**config.mk**
```make
export PLATFORM = sky130hd
export DESIGN_NAME = mp2_frame_ctrl
export DESIGN_NICKNAME = d
export VERILOG_FILES = /design/src/rtl/mp2_frame_ctrl_pkg.sv /design/src/rtl/mp2_buf_credit.sv /design/src/rtl/mp2_frame_ctrl.sv
export SDC_FILE = /design/constraint.sdc
export NUM_CORES = 1
export LEC_CHECK = 0
export ABC_AREA = 1
export ABC_CLOCK_PERIOD_IN_PS = 5150
export BUFFER_PORTS_ARGS = -buffer_cell sky130_fd_sc_hd__buf_2
export CORE_MARGIN = 3
export CORE_UTILIZATION = 57
export DETAILED_ROUTE_END_ITERATION = 16
export PLACE_DENSITY = 0.88
export SYNTH_ARGS = -nofsm -noshare
export SYNTH_HDL_FRONTEND = slang
export SYNTH_SLANG_ARGS = --single-unit
```
**constraint.sdc**
```tcl
create_clock -name clock -period 5.15 [get_ports clock]
set_input_delay 0.2575 -clock clock [delete_from_list [all_inputs] [get_ports clock]]
set_output_delay 0.2575 -clock clock [all_outputs]
set_load 0.02 [all_outputs]
```
**src/rtl/mp2_frame_ctrl_pkg.sv**
```systemverilog
// Shared definitions for the MP2 frame sequencer: state encoding, shift codes,
// default granule/buffer counts and the buffer-index rotation helper.
package mp2_frame_ctrl_pkg;

  localparam int MP2_NUM_GRAN_DEF = 12;
  localparam int MP2_NUM_BUF_DEF  = 2;

  typedef enum logic [3:0] {
    MP2_FRAME_IDLE,
    MP2_FRAME_HDR_GO,
    MP2_FRAME_HDR_WAIT,
    MP2_FRAME_ALLOC_GO,
    MP2_FRAME_ALLOC_WAIT,
    MP2_FRAME_SCF_GO,
    MP2_FRAME_SCF_WAIT,
    MP2_FRAME_GRAN,
    MP2_FRAME_DRAIN
  } mp2_frame_state_t;

  typedef enum logic [1:0] {
    MP2_SHIFT_NONE = 2'b00,
    MP2_SHIFT_ONE  = 2'b01,
    MP2_SHIFT_TWO  = 2'b10
  } mp2_shift_t;

  function automatic logic [1:0] mp2_buf_next(input logic [1:0] idx, input logic [1:0] last);
    return (idx >= last) ? 2'd0 : idx + 2'd1;
  endfunction

endpackage

```
**src/rtl/mp2_buf_credit.sv**
```systemverilog
// Two-sided buffer credit between sample decode and synthesis: free/filled
// counters, per-side buffer index rotation, granule counts and start qualification.
module mp2_buf_credit
  import mp2_frame_ctrl_pkg::*;
#(
  parameter int NUM_GRAN = MP2_NUM_GRAN_DEF,
  parameter int NUM_BUF  = MP2_NUM_BUF_DEF
) (
  input  logic       clock,
  input  logic       resetn,
  input  logic       init,
  input  logic       samp_en,
  input  logic       syn_en,
  input  logic       sample_done,
  input  logic       synth_done,
  output logic       sample_start,
  output logic       synth_start,
  output logic       sample_active,
  output logic       synth_cmpl,
  output logic [1:0] sample_buf,
  output logic [1:0] synth_buf,
  output logic [3:0] samp_cnt,
  output logic [3:0] syn_cnt
);

  localparam logic [3:0] GRAN_L   = 4'(NUM_GRAN);
  localparam logic [1:0] BUF_L    = 2'(NUM_BUF);
  localparam logic [1:0] BUF_LAST = 2'(NUM_BUF - 1);

  logic [1:0] free, filled;
  logic       samp_busy, syn_busy;
  logic       samp_done_q, syn_done_q;
  logic       samp_start_q, syn_start_q;
  logic       samp_cmpl;

  // A completion is a rising done edge while we own a run in flight.
  assign samp_cmpl     = samp_busy & sample_done & ~samp_done_q;
  assign synth_cmpl    = syn_busy & synth_done & ~syn_done_q;
  assign sample_active = samp_busy & ~sample_done;

  assign sample_start = samp_en && (samp_cnt < GRAN_L) && (free != 2'd0) &&
                        sample_done && !samp_busy && !samp_start_q;
  assign synth_start  = syn_en && (filled != 2'd0) &&
                        synth_done && !syn_busy && !syn_start_q;

  always_ff @(posedge clock or negedge resetn) begin
    if (!resetn) begin
      free         <= BUF_L;
      filled       <= 2'd0;
      samp_cnt     <= 4'd0;
      syn_cnt      <= 4'd0;
      sample_buf   <= 2'd0;
      synth_buf    <= 2'd0;
      samp_busy    <= 1'b0;
      syn_busy     <= 1'b0;
      samp_done_q  <= 1'b1;
      syn_done_q   <= 1'b1;
      samp_start_q <= 1'b0;
      syn_start_q  <= 1'b0;
    end else begin
      samp_done_q  <= sample_done;
      syn_done_q   <= synth_done;
      samp_start_q <= sample_start;
      syn_start_q  <= synth_start;
      if (init) begin
        free       <= BUF_L;
        filled     <= 2'd0;
        samp_cnt   <= 4'd0;
        syn_cnt    <= 4'd0;
        sample_buf <= 2'd0;
        synth_buf  <= 2'd0;
        samp_busy  <= 1'b0;
        syn_busy   <= 1'b0;
      end else begin
        // Same-cycle start and completion cancel on each counter.
        free     <= free + 2'(synth_cmpl) - 2'(sample_start);
        filled   <= filled + 2'(samp_cmpl) - 2'(synth_start);
        samp_cnt <= samp_cnt + 4'(samp_cmpl);
        syn_cnt  <= syn_cnt + 4'(synth_cmpl);
        if (sample_start) begin
          samp_busy  <= 1'b1;
          sample_buf <= mp2_buf_next(sample_buf, BUF_LAST);
        end else if (samp_cmpl) begin
          samp_busy <= 1'b0;
        end
        if (synth_start) begin
          syn_busy  <= 1'b1;
          synth_buf <= mp2_buf_next(synth_buf, BUF_LAST);
        end else if (synth_cmpl) begin
          syn_busy <= 1'b0;
        end
      end
    end
  end

endmodule

```
**src/rtl/mp2_frame_ctrl.sv**
```systemverilog
// MP2 Layer II frame sequencer: header/alloc/scalefactor stages, then overlapped
// sample decode and synthesis granules; owns the bitstream shift-enable mux.
module mp2_frame_ctrl
  import mp2_frame_ctrl_pkg::*;
#(
  parameter int NUM_GRAN = MP2_NUM_GRAN_DEF,
  parameter int NUM_BUF  = MP2_NUM_BUF_DEF
) (
  input  logic             clock,
  input  logic             resetn,
  input  logic             Frame_Start_I,
  output logic             Frame_Done_O,
  output logic             Format_Error_O,
  output logic             Header_Start_O,
  output logic             Alloc_Start_O,
  output logic             Scf_Start_O,
  output logic             Sample_Start_O,
  output logic             Synth_Start_O,
  input  logic             Header_Done_I,
  input  logic             Alloc_Done_I,
  input  logic             Scf_Done_I,
  input  logic             Sample_Done_I,
  input  logic             Synth_Done_I,
  input  logic             Format_Check_I,
  input  logic [1:0]       Header_Shift_En_I,
  input  logic [1:0]       Alloc_Shift_En_I,
  input  logic [1:0]       Scf_Shift_En_I,
  input  logic [1:0]       Sample_Shift_En_I,
  output logic [1:0]       Shift_En_O,
  output logic [3:0]       Granule_O,
  output logic [1:0]       Synth_Buf_O,
  output logic [1:0]       Sample_Buf_O,
  output mp2_frame_state_t dbg_state
);

  localparam logic [3:0] GRAN_L = 4'(NUM_GRAN);

  mp2_frame_state_t state, state_nxt;
  logic             go_q, init;
  logic             samp_en, syn_en, sample_active, synth_cmpl;
  logic [3:0]       samp_cnt, syn_cnt;

  assign samp_en      = (state == MP2_FRAME_GRAN);
  assign syn_en       = (state == MP2_FRAME_GRAN) || (state == MP2_FRAME_DRAIN);
  assign Frame_Done_O = (state == MP2_FRAME_IDLE);
  assign Granule_O    = samp_cnt;
  assign dbg_state    = state;

  mp2_buf_credit #(.NUM_GRAN(NUM_GRAN), .NUM_BUF(NUM_BUF)) u_credit (
    .clock        (clock),
    .resetn       (resetn),
    .init         (init),
    .samp_en      (samp_en),
    .syn_en       (syn_en),
    .sample_done  (Sample_Done_I),
    .synth_done   (Synth_Done_I),
    .sample_start (Sample_Start_O),
    .synth_start  (Synth_Start_O),
    .sample_active(sample_active),
    .synth_cmpl   (synth_cmpl),
    .sample_buf   (Sample_Buf_O),
    .synth_buf    (Synth_Buf_O),
    .samp_cnt     (samp_cnt),
    .syn_cnt      (syn_cnt)
  );

  always_ff @(posedge clock or negedge resetn) begin
    if (!resetn) begin
      state <= MP2_FRAME_IDLE;
      go_q  <= 1'b0;
    end else begin
      state <= state_nxt;
      go_q  <= Header_Start_O | Alloc_Start_O | Scf_Start_O;
    end
  end

  // go_q masks the first WAIT cycle: a stage's done may not have dropped yet.
  always_comb begin
    state_nxt      = state;
    init           = 1'b0;
    Format_Error_O = 1'b0;
    Header_Start_O = 1'b0;
    Alloc_Start_O  = 1'b0;
    Scf_Start_O    = 1'b0;
    case (state)
      MP2_FRAME_IDLE: begin
        if (Frame_Start_I) begin
          state_nxt = MP2_FRAME_HDR_GO;
          init      = 1'b1;
        end
      end
      MP2_FRAME_HDR_GO: begin
        Header_Start_O = 1'b1;
        state_nxt      = MP2_FRAME_HDR_WAIT;
      end
      MP2_FRAME_HDR_WAIT: begin
        if (!go_q && Header_Done_I) begin
          if (Format_Check_I) begin
            state_nxt = MP2_FRAME_ALLOC_GO;
          end else begin
            Format_Error_O = 1'b1;
            state_nxt      = MP2_FRAME_HDR_GO;
          end
        end
      end
      MP2_FRAME_ALLOC_GO: begin
        Alloc_Start_O = 1'b1;
        state_nxt     = MP2_FRAME_ALLOC_WAIT;
      end
      MP2_FRAME_ALLOC_WAIT: begin
        if (!go_q && Alloc_Done_I) state_nxt = MP2_FRAME_SCF_GO;
      end
      MP2_FRAME_SCF_GO: begin
        Scf_Start_O = 1'b1;
        state_nxt   = MP2_FRAME_SCF_WAIT;
      end
      MP2_FRAME_SCF_WAIT: begin
        if (!go_q && Scf_Done_I) state_nxt = MP2_FRAME_GRAN;
      end
      MP2_FRAME_GRAN: begin
        if (samp_cnt == GRAN_L) state_nxt = MP2_FRAME_DRAIN;
      end
      MP2_FRAME_DRAIN: begin
        // Count this cycle's completion so IDLE follows the last synth done by one edge.
        if (((syn_cnt + 4'(synth_cmpl)) == GRAN_L) && Synth_Done_I) state_nxt = MP2_FRAME_IDLE;
      end
      default: state_nxt = MP2_FRAME_IDLE;
    endcase
  end

  always_comb begin
    Shift_En_O = MP2_SHIFT_NONE;
    case (state)
      MP2_FRAME_HDR_GO, MP2_FRAME_HDR_WAIT:     Shift_En_O = Header_Shift_En_I;
      MP2_FRAME_ALLOC_GO, MP2_FRAME_ALLOC_WAIT: Shift_En_O = Alloc_Shift_En_I;
      MP2_FRAME_SCF_GO, MP2_FRAME_SCF_WAIT:     Shift_En_O = Scf_Shift_En_I;
      MP2_FRAME_GRAN: if (sample_active) Shift_En_O = Sample_Shift_En_I;
      default:                                  Shift_En_O = MP2_SHIFT_NONE;
    endcase
  end

endmodule
```
# Word level (Yosys, flattened, before mapping)
# Index checks and enable logic that the tools add are counted.
# Widths: inputs -> output; s select.
# word_totals
regBits	27
input_bits	17
out_inout_bits	21
elab_cells	115
# classes
add_sub_neg	8
n_lt_le_gt_ge	3
n_eq_ne	16
n_mux	34
bitwise_logic	10
n_reduce_logical	30
# op_table
cell	n
$pmux 4 s9	1
$mux 4	8
$mux 2	10
$eq 4x3->1 const B	4
$mux 1	14
$logic_and 1x1->1	13
$eq 4x4->1 const B	3
$ne 2x2->1 const B	5
$add 4x1->4	2
$eq 4x2->1 const B	2
$pmux 2 s4	1
$reduce_bool 2->1	4
$reduce_and 6->1	1
$reduce_bool 3->1	2
$reduce_or 2->1	3
$and 1x1->1	5
$logic_not 1->1	5
$add 2x1->2	2
$add 2x1->2 const B	2
$eq 4x1->1 const B	1
$ge 2x1->1 const B	2
$logic_not 4->1	1
$lt 4x4->1 const B	1
$sub 2x1->2	2
other kinds (4)	7

# Depth between registers and ports, before layout
# Gate-level depths: netlist of the first run.
# depth
depth_word	8
ltp_mapped	13
mapped_depth_nobuf	13

# By module
# A second synthesis of the first run with hierarchy kept.
# unflattened
cells_unflattened	228
area_unflattened_um2	1705.4
# modules_own_cells
mod	n_inst	cells_each	area_each_um2	seq_area_each_um2
mp2_buf_credit	1	125	1106.1	554.3
mp2_frame_ctrl	1	103	599.3	125.1

# Worst setup path after synthesis of the first run
# OpenSTA, ideal clock, no wires.
# synth_path
path_type	reg2reg
from	reg state[0] (netlist: dbg_state[0])
to	reg u_credit.free[1]
setup_time_ns	0.064
arrival_ns	1.920
t_required_ns	5.086
path_slack_ns	3.167
stages_incl_launch_ff	11
path_buffers	0
period_less_slack_ns	1.983
cell_sequence	dfrtp_1 -> nand2_2 -> nor2_4 -> nand2_1 -> inv_2 -> ha_1 -> inv_1 -> ha_1 -> inv_1 -> or2_2 -> nand3_1
# synth_via
elab_chain_cells	8
elab_cells_between_ends	10
cone_classes	add/sub: 1; eq/ne: 1; mux: 2; reduce/logical: 6
# synth_lines
element	line	rtl
from (decl)	mp2_frame_ctrl.sv:38	mp2_frame_state_t state, state_nxt;
from (signal assigned)	mp2_frame_ctrl.sv:72	state <= state_nxt;
$eq 4x3->1	mp2_frame_ctrl.sv:43	assign samp_en = (state == MP2_FRAME_GRAN);
$logic_and 1x1->1 (3 in series)	mp2_buf_credit.sv:41	assign sample_start = samp_en && (samp_cnt < GRAN_L) && (free != 2'd0) &&
$logic_and 1x1->1 (2 in series)	mp2_buf_credit.sv:42	sample_done && !samp_busy && !samp_start_q;
net Sample_Start_O	mp2_frame_ctrl.sv:17	output logic Sample_Start_O,
$sub 2x1->2	mp2_buf_credit.sv:76	free <= free + 2'(synth_cmpl) - 2'(sample_start);
$mux 2	mp2_buf_credit.sv:65	if (init) begin
to (signal assigned)	mp2_buf_credit.sv:76	
to (decl)	mp2_buf_credit.sv:30	logic [1:0] free, filled;
# The timed path passes the listed nets, and every way through them passes these cells.
# A chain may end at the register's enable or synchronous reset.

# Worst setup path in the final report of the first run
# layout_path
from	reg state[0] (netlist: dbg_state[0])
to	reg u_credit.free[1]
# layout_via
elab_chain_cells	8
elab_cells_between_ends	10
cone_classes	add/sub: 1; eq/ne: 1; mux: 2; reduce/logical: 6
# layout_lines
element	line
$eq 4x3->1	mp2_frame_ctrl.sv:43
$logic_and 1x1->1 (3 in series)	mp2_buf_credit.sv:41
$logic_and 1x1->1 (2 in series)	mp2_buf_credit.sv:42
$sub 2x1->2	mp2_buf_credit.sv:76
$mux 2 *	mp2_buf_credit.sv:65
# Every way passes the cells marked *; elsewhere a longest branch is shown, timed or not.

==> results of run 1 <==
==> cell families after synthesis <==
group           Yosys count
xor+xnor                  5
fa+ha+maj                12
compound gates           12
simple gates            100
flops                    27
buf+inv                  43
==> routing by layer <==
metal | up-vias | wire length [microns] | GRT usage [%]
met5 | - | 0 | 0
met3 | 6 | 205 | 2.63
met1 | 607 | 1400 | 25.3
li1 | 711 | - | -
met4 | 0 | 61 | 7.12
met2 | 44 | 1490 | 35.6
==> Yosys cell counts (all sizes together) <==
master	instances	area, sq um
or2	1	6.26
dfstp	3	78.8
ha	12	150
dfrtp	24	601
inv	42	158
nand2	52	210
nand4	5	31.3
a211oi	1	7.51
nor3	7	40.0
a21oi	2	10.0
nand3	20	105
nor2	13	76.3
nand3b	2	15.0
xor2	4	35.0
buf	1	11.3
o21ai	9	45.0
xnor2	1	8.76
==> stage by stage <==
| step | hold slack (ns) | utilization [%] | setup WS (ns) |
|---|---|---|---|
| 2_1_floorplan | -0.0381 | - | 3.17 |
| 3_3_place_gp | 0.293 | 70.1 | 3.13 |
| 3_5_place_dp | 0.296 | 70.1 | 3.08 |
| 4_1_cts | 0.0108 | 71.6 | 3.12 |
| 5_1_grt | 0.000163 | 71.6 | 2.91 |
| 6_report | 0.0201 | 71.6 | 3.14 |
==> report_power, final <==
part           switching, mW  total, mW  leakage, nW  internal, mW
clock network         0.0630     0.0921       0.0177        0.0291
registers             0.0443      0.295        0.359         0.250
logic                  0.252      0.380        0.747         0.128
==> final cells by class <==
class,instances,area share [%]
multi-input combinational,129,40.3
sequential,27,37.0
timing repair buffer,38,10.6
inverter,42,8.58
tap,30,2.04
clock buffer,3,1.23
clock inverter,1,0.272
==> timing repair <==
item / 4_1_cts / 5_1_grt
hold endpoints to repair: 24 / 0
resized for setup: 0 / 0
hold buffers: 1 / 0
==> state kept, by name (all words and copies together), names as in the netlist <==
register,cells
u_credit.samp_cnt,4
u_credit.syn_busy,1
u_credit.samp_done_q,1
u_credit.synth_buf,2
dbg_state,4
u_credit.syn_start_q,1
u_credit.samp_start_q,1
u_credit.syn_done_q,1
u_credit.syn_cnt,4
u_credit.free,2
u_credit.sample_buf,2
go_q,1
u_credit.samp_busy,1
u_credit.filled,2
==> worst max-delay path, delay by kind of cell (launching register included) <==
family	cells	cell delay [ns]
AND/OR/NAND/NOR	5	0.80
flip-flops	1	0.55
adder cells (fa/ha/maj)	2	0.37
buffers and inverters	3	0.23
==> layout by cell type (no fill, tap or decap) <==
cell type,instances
o21ai_0,8
dfrtp_1,24
ha_1,12
dlygate4sd3_1,1
inv_1,38
dfstp_2,3
nor3_2,1
nand2_1,46
nor2_1,8
clkbuf_4,3
buf_2,37
nand3_2,1
nor2_2,2
clkinv_2,1
a21oi_1,2
nand3b_1,2
nand2_2,6
o21ai_1,1
xnor2_1,1
xor2_1,4
nand3_1,19
nor3_1,6
inv_2,4
nor2_4,3
or2_2,1
a211oi_1,1
nand4_1,5
==> worst min-delay path by stage <==
stage,start,end,slack (ns)
after global placement,resetn,go_q,0.29
final,Synth_Done_I,u_credit.syn_done_q,0.02
after floorplan,resetn,dbg_state[0],-0.04
after detailed placement,resetn,go_q,0.30
after global routing,Synth_Done_I,u_credit.syn_done_q,0.0002
after CTS,Synth_Done_I,u_credit.syn_done_q,0.01
==> impl_metrics.ini, run 1 <==
[floorplanning]
die-area_sq_um = 3460
core-area_sq_um = 2570
ioPinCount = 38
start_util_pct = 61.9
die_x_microns = 58.8
fp.dieH_microns = 58.8
rows = 18

[worst_setup_path]
r2r_setup_slack_ns = 3.14
cp.required_ns = 5.43
critPathKind = reg2reg
crit_path_end = u_credit.free[1]
worstPathMaxFanout = 7
reg2reg_depth = 10
cp_slowest_cell = dfrtp_1
worstSetupEndpointType = register
cp.arrival_ns = 2.29
r2r-end = u_credit.free[1]
path_cells = nand2_2 -> nor2_4 -> nand2_1 -> inv_2 -> ha_1 -> inv_1 -> ha_1 -> inv_1 -> or2_2 -> nand3_1
max_stage_delay_ns = 0.55
critPathLaunchType = register
setup.worst_path.start = dbg_state[0]
r2r_start = dbg_state[0]

[timing]
fin_setup_tns_ns = 0
maxSlewHeadroom_pct = 61.0
fin_crit_sh_pct = 39.1
hold_viol = 0
skew_ns = 0.00443
rsz0062_at_grt = false
max_freq_mhz = 497
finalCriticalPeriod_ns = 2.01
tightestPinTransition_ns = 0.584
setup-violations-final = 0
finalMaxSlewViolations = 0

[logic_synthesis]
synthXorXnorAreaFrac_pct = 2.76
yosysWarnings = 0
netlist_instances = 199
synth_top_family_by_area = simple AND/OR/NAND/NOR gates
synth_fa_ha_area_share_pct = 9.45
ys_types = 24
syn_area_sq_um = 1590
ys_seq_elements = 27
avgSynthCellArea_sq_um = 7.99
synth-compound-area-share_pct = 3.94
synth-simple-area-share_pct = 30.5
ys_seq_area_share_pct = 42.8
syn_nets = 228
synthMuxAreaShare_pct = 0

[place]
placed_area_sq_um = 1800
place.gp.congestion = 0.839
port_buffers = 37
dpl.cell_count = 265
dp_hpwl_mm = 2.50

[layout]
seq_area_sq_um = 679
fill_cells = 223
antennaDiodeCount = 0
areaGrowthSynthToFinish_pct = 15.7
fin_nets = 270
layout-drive-gt1-share_pct = 25.8
stdcell_area_sq_um = 1840
fin_cells = 270
multi_input_area_sq_um = 741

[run_status]
status = completed

[route]
via_count = 1368
drt-vias-per-instance = 5.07
routedWlPerCell_microns = 11.7
wirelength_mm = 3.16
firstDrtPassIters = 5
drc = 0
ant_nets = 0
initialDrtViolationCount = 38

[global_routing]
grt_pass1_wl_mm = 5.35
grt_max_degree = 28
antenna_found_initial = 0
grt_usage_pct = 20.2
grt_pass1_vias = 1283
gr-total-overflow = 0

[clock_network]
clock_latency_ns = 0.33
cts_sinks = 27
clk_path_buf_depth = 2
cts_root_buffer = clkbuf_4
htree_num_levels = 1
clkSlewWorstSetupHoldPaths_ns = 0.15
cts_tree = done
post_cts_buffers = 0
cts_buffers = 3

[power_and_ir_drop]
vdd_drop_max_uv = 329
power.density_nw_per_um2 = 417
leakagePower_nw = 1.12
power.total_uw = 767

[worst_hold_path]
holdPathStages = 1
hold_class = in2reg

[flow_run]
maxCapViolations = 0
(Power assumes the default switching activity.)
==> inputs of run 2 (changes only) <==
--- a/config.mk
+++ b/config.mk
@@ -6,12 +6,12 @@
 export NUM_CORES = 1
 export LEC_CHECK = 0
 export ABC_AREA = 1
-export ABC_CLOCK_PERIOD_IN_PS = 5150
+export ABC_CLOCK_PERIOD_IN_PS = 1900
 export BUFFER_PORTS_ARGS = -buffer_cell sky130_fd_sc_hd__buf_2
 export CORE_MARGIN = 3
-export CORE_UTILIZATION = 57
+export CORE_UTILIZATION = 53
 export DETAILED_ROUTE_END_ITERATION = 16
-export PLACE_DENSITY = 0.88
+export PLACE_DENSITY = 0.83
 export SYNTH_ARGS = -nofsm -noshare
 export SYNTH_HDL_FRONTEND = slang
 export SYNTH_SLANG_ARGS = --single-unit
==> constraint.sdc (replaced) <==
create_clock -name clock -period 1.9 [get_ports clock]
set_input_delay 0.095 -clock clock [delete_from_list [all_inputs] [get_ports clock]]
set_output_delay 0.095 -clock clock [all_outputs]
set_load 0.02 [all_outputs]
==> run 2 against run 1 <==
Against the previous run:
- wire length increased by 6.1%
- non-clock buffer count grew 16
- maximum frequency increased by 11%
- sequential cell count stayed put
- via count is 4.7% higher
- cell count up 6.3%
- largest power group unchanged
- critical endpoint unchanged
- clock power grew to 2.9 times the previous value
- global-route usage fell by 0.79 points
- die area rose by 6.8%
==> impl_metrics.ini, run 2 (synthesis gave the netlist of run 1 again) <==
[layout]
fin_nets = 286
layout-drive-gt1-share_pct = 35.2
final_cell_mix = nand2_1 (45), inv_1 (37), buf_2 (37)
antennaDiodeCount = 0
post-route-util_pct = 72.1
areaGrowthSynthToFinish_pct = 27.2
final_common_cell = nand2_1

[global_routing]
grt_usage_pct = 19.4
use_met3_pct = 4.47
grt_pass1_wl_mm = 5.35
grt_use_met1_pct = 24.7
met2_usage_pct = 32.1
top_usage_layer = met2
grt_max_degree = 28
grt_pass1_vias = 1283
antenna_found_initial = 0
gr-total-overflow = 0

[timing]
setup_ws_ns = 0.0909
finalMaxSlewViolations = 0
rsz0062_at_grt = true
setup-violations-final = 0
fin_crit_sh_pct = 95.2
maxSlewHeadroom_pct = 59.6
max_freq_mhz = 553
finalCriticalPeriod_ns = 1.81
skew_ns = 0.00323
hold_viol = 0
tightestPinTransition_ns = 0.606

[floorplanning]
core-area_sq_um = 2810
start_util_pct = 56.6
die-area_sq_um = 3690
die_x_microns = 60.8
rows = 19
ioPinCount = 38
fp.dieH_microns = 60.8

[clock_network]
clk_path_buf_depth = 2
clock_latency_ns = 0.34
cts_sinks = 27
cts_root_buffer = clkbuf_4
cts_tree = done
cts_buffers = 3
clkSlewWorstSetupHoldPaths_ns = 0.15
htree_num_levels = 1

[flow_run]
maxCapViolations = 0

[power_and_ir_drop]
power.density_nw_per_um2 = 1090
power.total_mw = 2.21
vdd_drop_max_uv = 705
leakagePower_nw = 1.19

[worst_setup_path]
worstPathMaxFanout = 4
worstSetupEndpointType = register
path_cells = inv_2 -> nand3_2 -> nor3_2 -> nand2_1 -> inv_2 -> ha_1 -> inv_1 -> ha_1 -> inv_1 -> or2_4 -> nand3_2
crit_buf_inv = 4
critPathLaunchType = register
max_stage_delay_ns = 0.44
critPathKind = reg2reg
cp.required_ns = 2.19
cp_slowest_cell = dfrtp_1
crit_family = simple AND/OR/NAND/NOR gates
cp.arrival_ns = 2.10

[place]
dp_hpwl_mm = 2.48
port_buffers = 37
place.gp.congestion = 0.835
detailedPlace.worstSlack_ns = -0.0241

[run_status]
status = completed

[route]
firstDrtPassIters = 4
initialDrtViolationCount = 84
wirelength_mm = 3.36
ant_nets = 0
drc = 0
drt-vias-per-instance = 4.99
via_count = 1432
routedWlPerCell_microns = 11.7

[worst_hold_path]
hold_class = in2reg
[run 2: per-layer routing]
layer | wire length (microns) | share of wire [%]
met1 | 1550 | 46
met2 | 1650 | 49
met3 | 111 | 3.3
met4 | 42 | 1.3
met5 | 0 | 0
[run 2: final timing paths]
kind	cells past startpoint	slack, ns	end	start
worst max-delay path	11	0.09	u_credit.free[1]	u_credit.samp_busy
worst min-delay path	5	0.15	dbg_state[1]	Format_Check_I
worst max register to register	11	0.09	u_credit.free[1]	u_credit.samp_busy
worst min register to register	2	0.52	u_credit.sample_buf[1]	u_credit.sample_buf[1]
max in group asynchronous	2	1.20	dbg_state[1]	resetn
min in group asynchronous	2	0.28	go_q	resetn
[run 2: area by class of cell]
class,count,area (sq um)
fillers,231,783
well taps,31,38.8
clock buffers,3,22.5
inverters,42,158
flip-flops and latches,27,684
repair buffers,54,320
multi-input cells,129,791
clock inverters,1,7.51
[run 2: where the power goes]
part | internal (mW) | switching [mW] | total, mW
clock network | 0.0808 | 0.185 | 0.265
logic | 0.421 | 0.714 | 1.14
registers | 0.686 | 0.119 | 0.805
total | 1.19 | 1.02 | 2.21
[run 2: stage by stage]
stage	setup TNS (ns)	instance area, sq um	cells	hold slack [ns]
after floorplan	0	1590	199	-0.201
after global placement	-0.0459	1840	271	0.134
after detailed placement	-0.0482	1840	271	0.133
after CTS	0	1920	279	0.141
after global routing	-0.0478	2020	287	0.159
final	0	2020	287	0.154
[run 2: worst min-delay path: stages]
cell and delay (ns):
buf_2 0.10, nand3_1 0.07, nand3_1 0.07, nand3_1 0.08, nand2_1 0.05
[run 2: repair_timing]
action / CTS / global route
endpoints found under the setup margin: 4 / 8
pin swaps: 1 / 7
hold buffers: 3 / 0
endpoints found under the hold margin: 26 / 0
buffers inserted: 1 / 8
gates resized for setup: 1 / 13
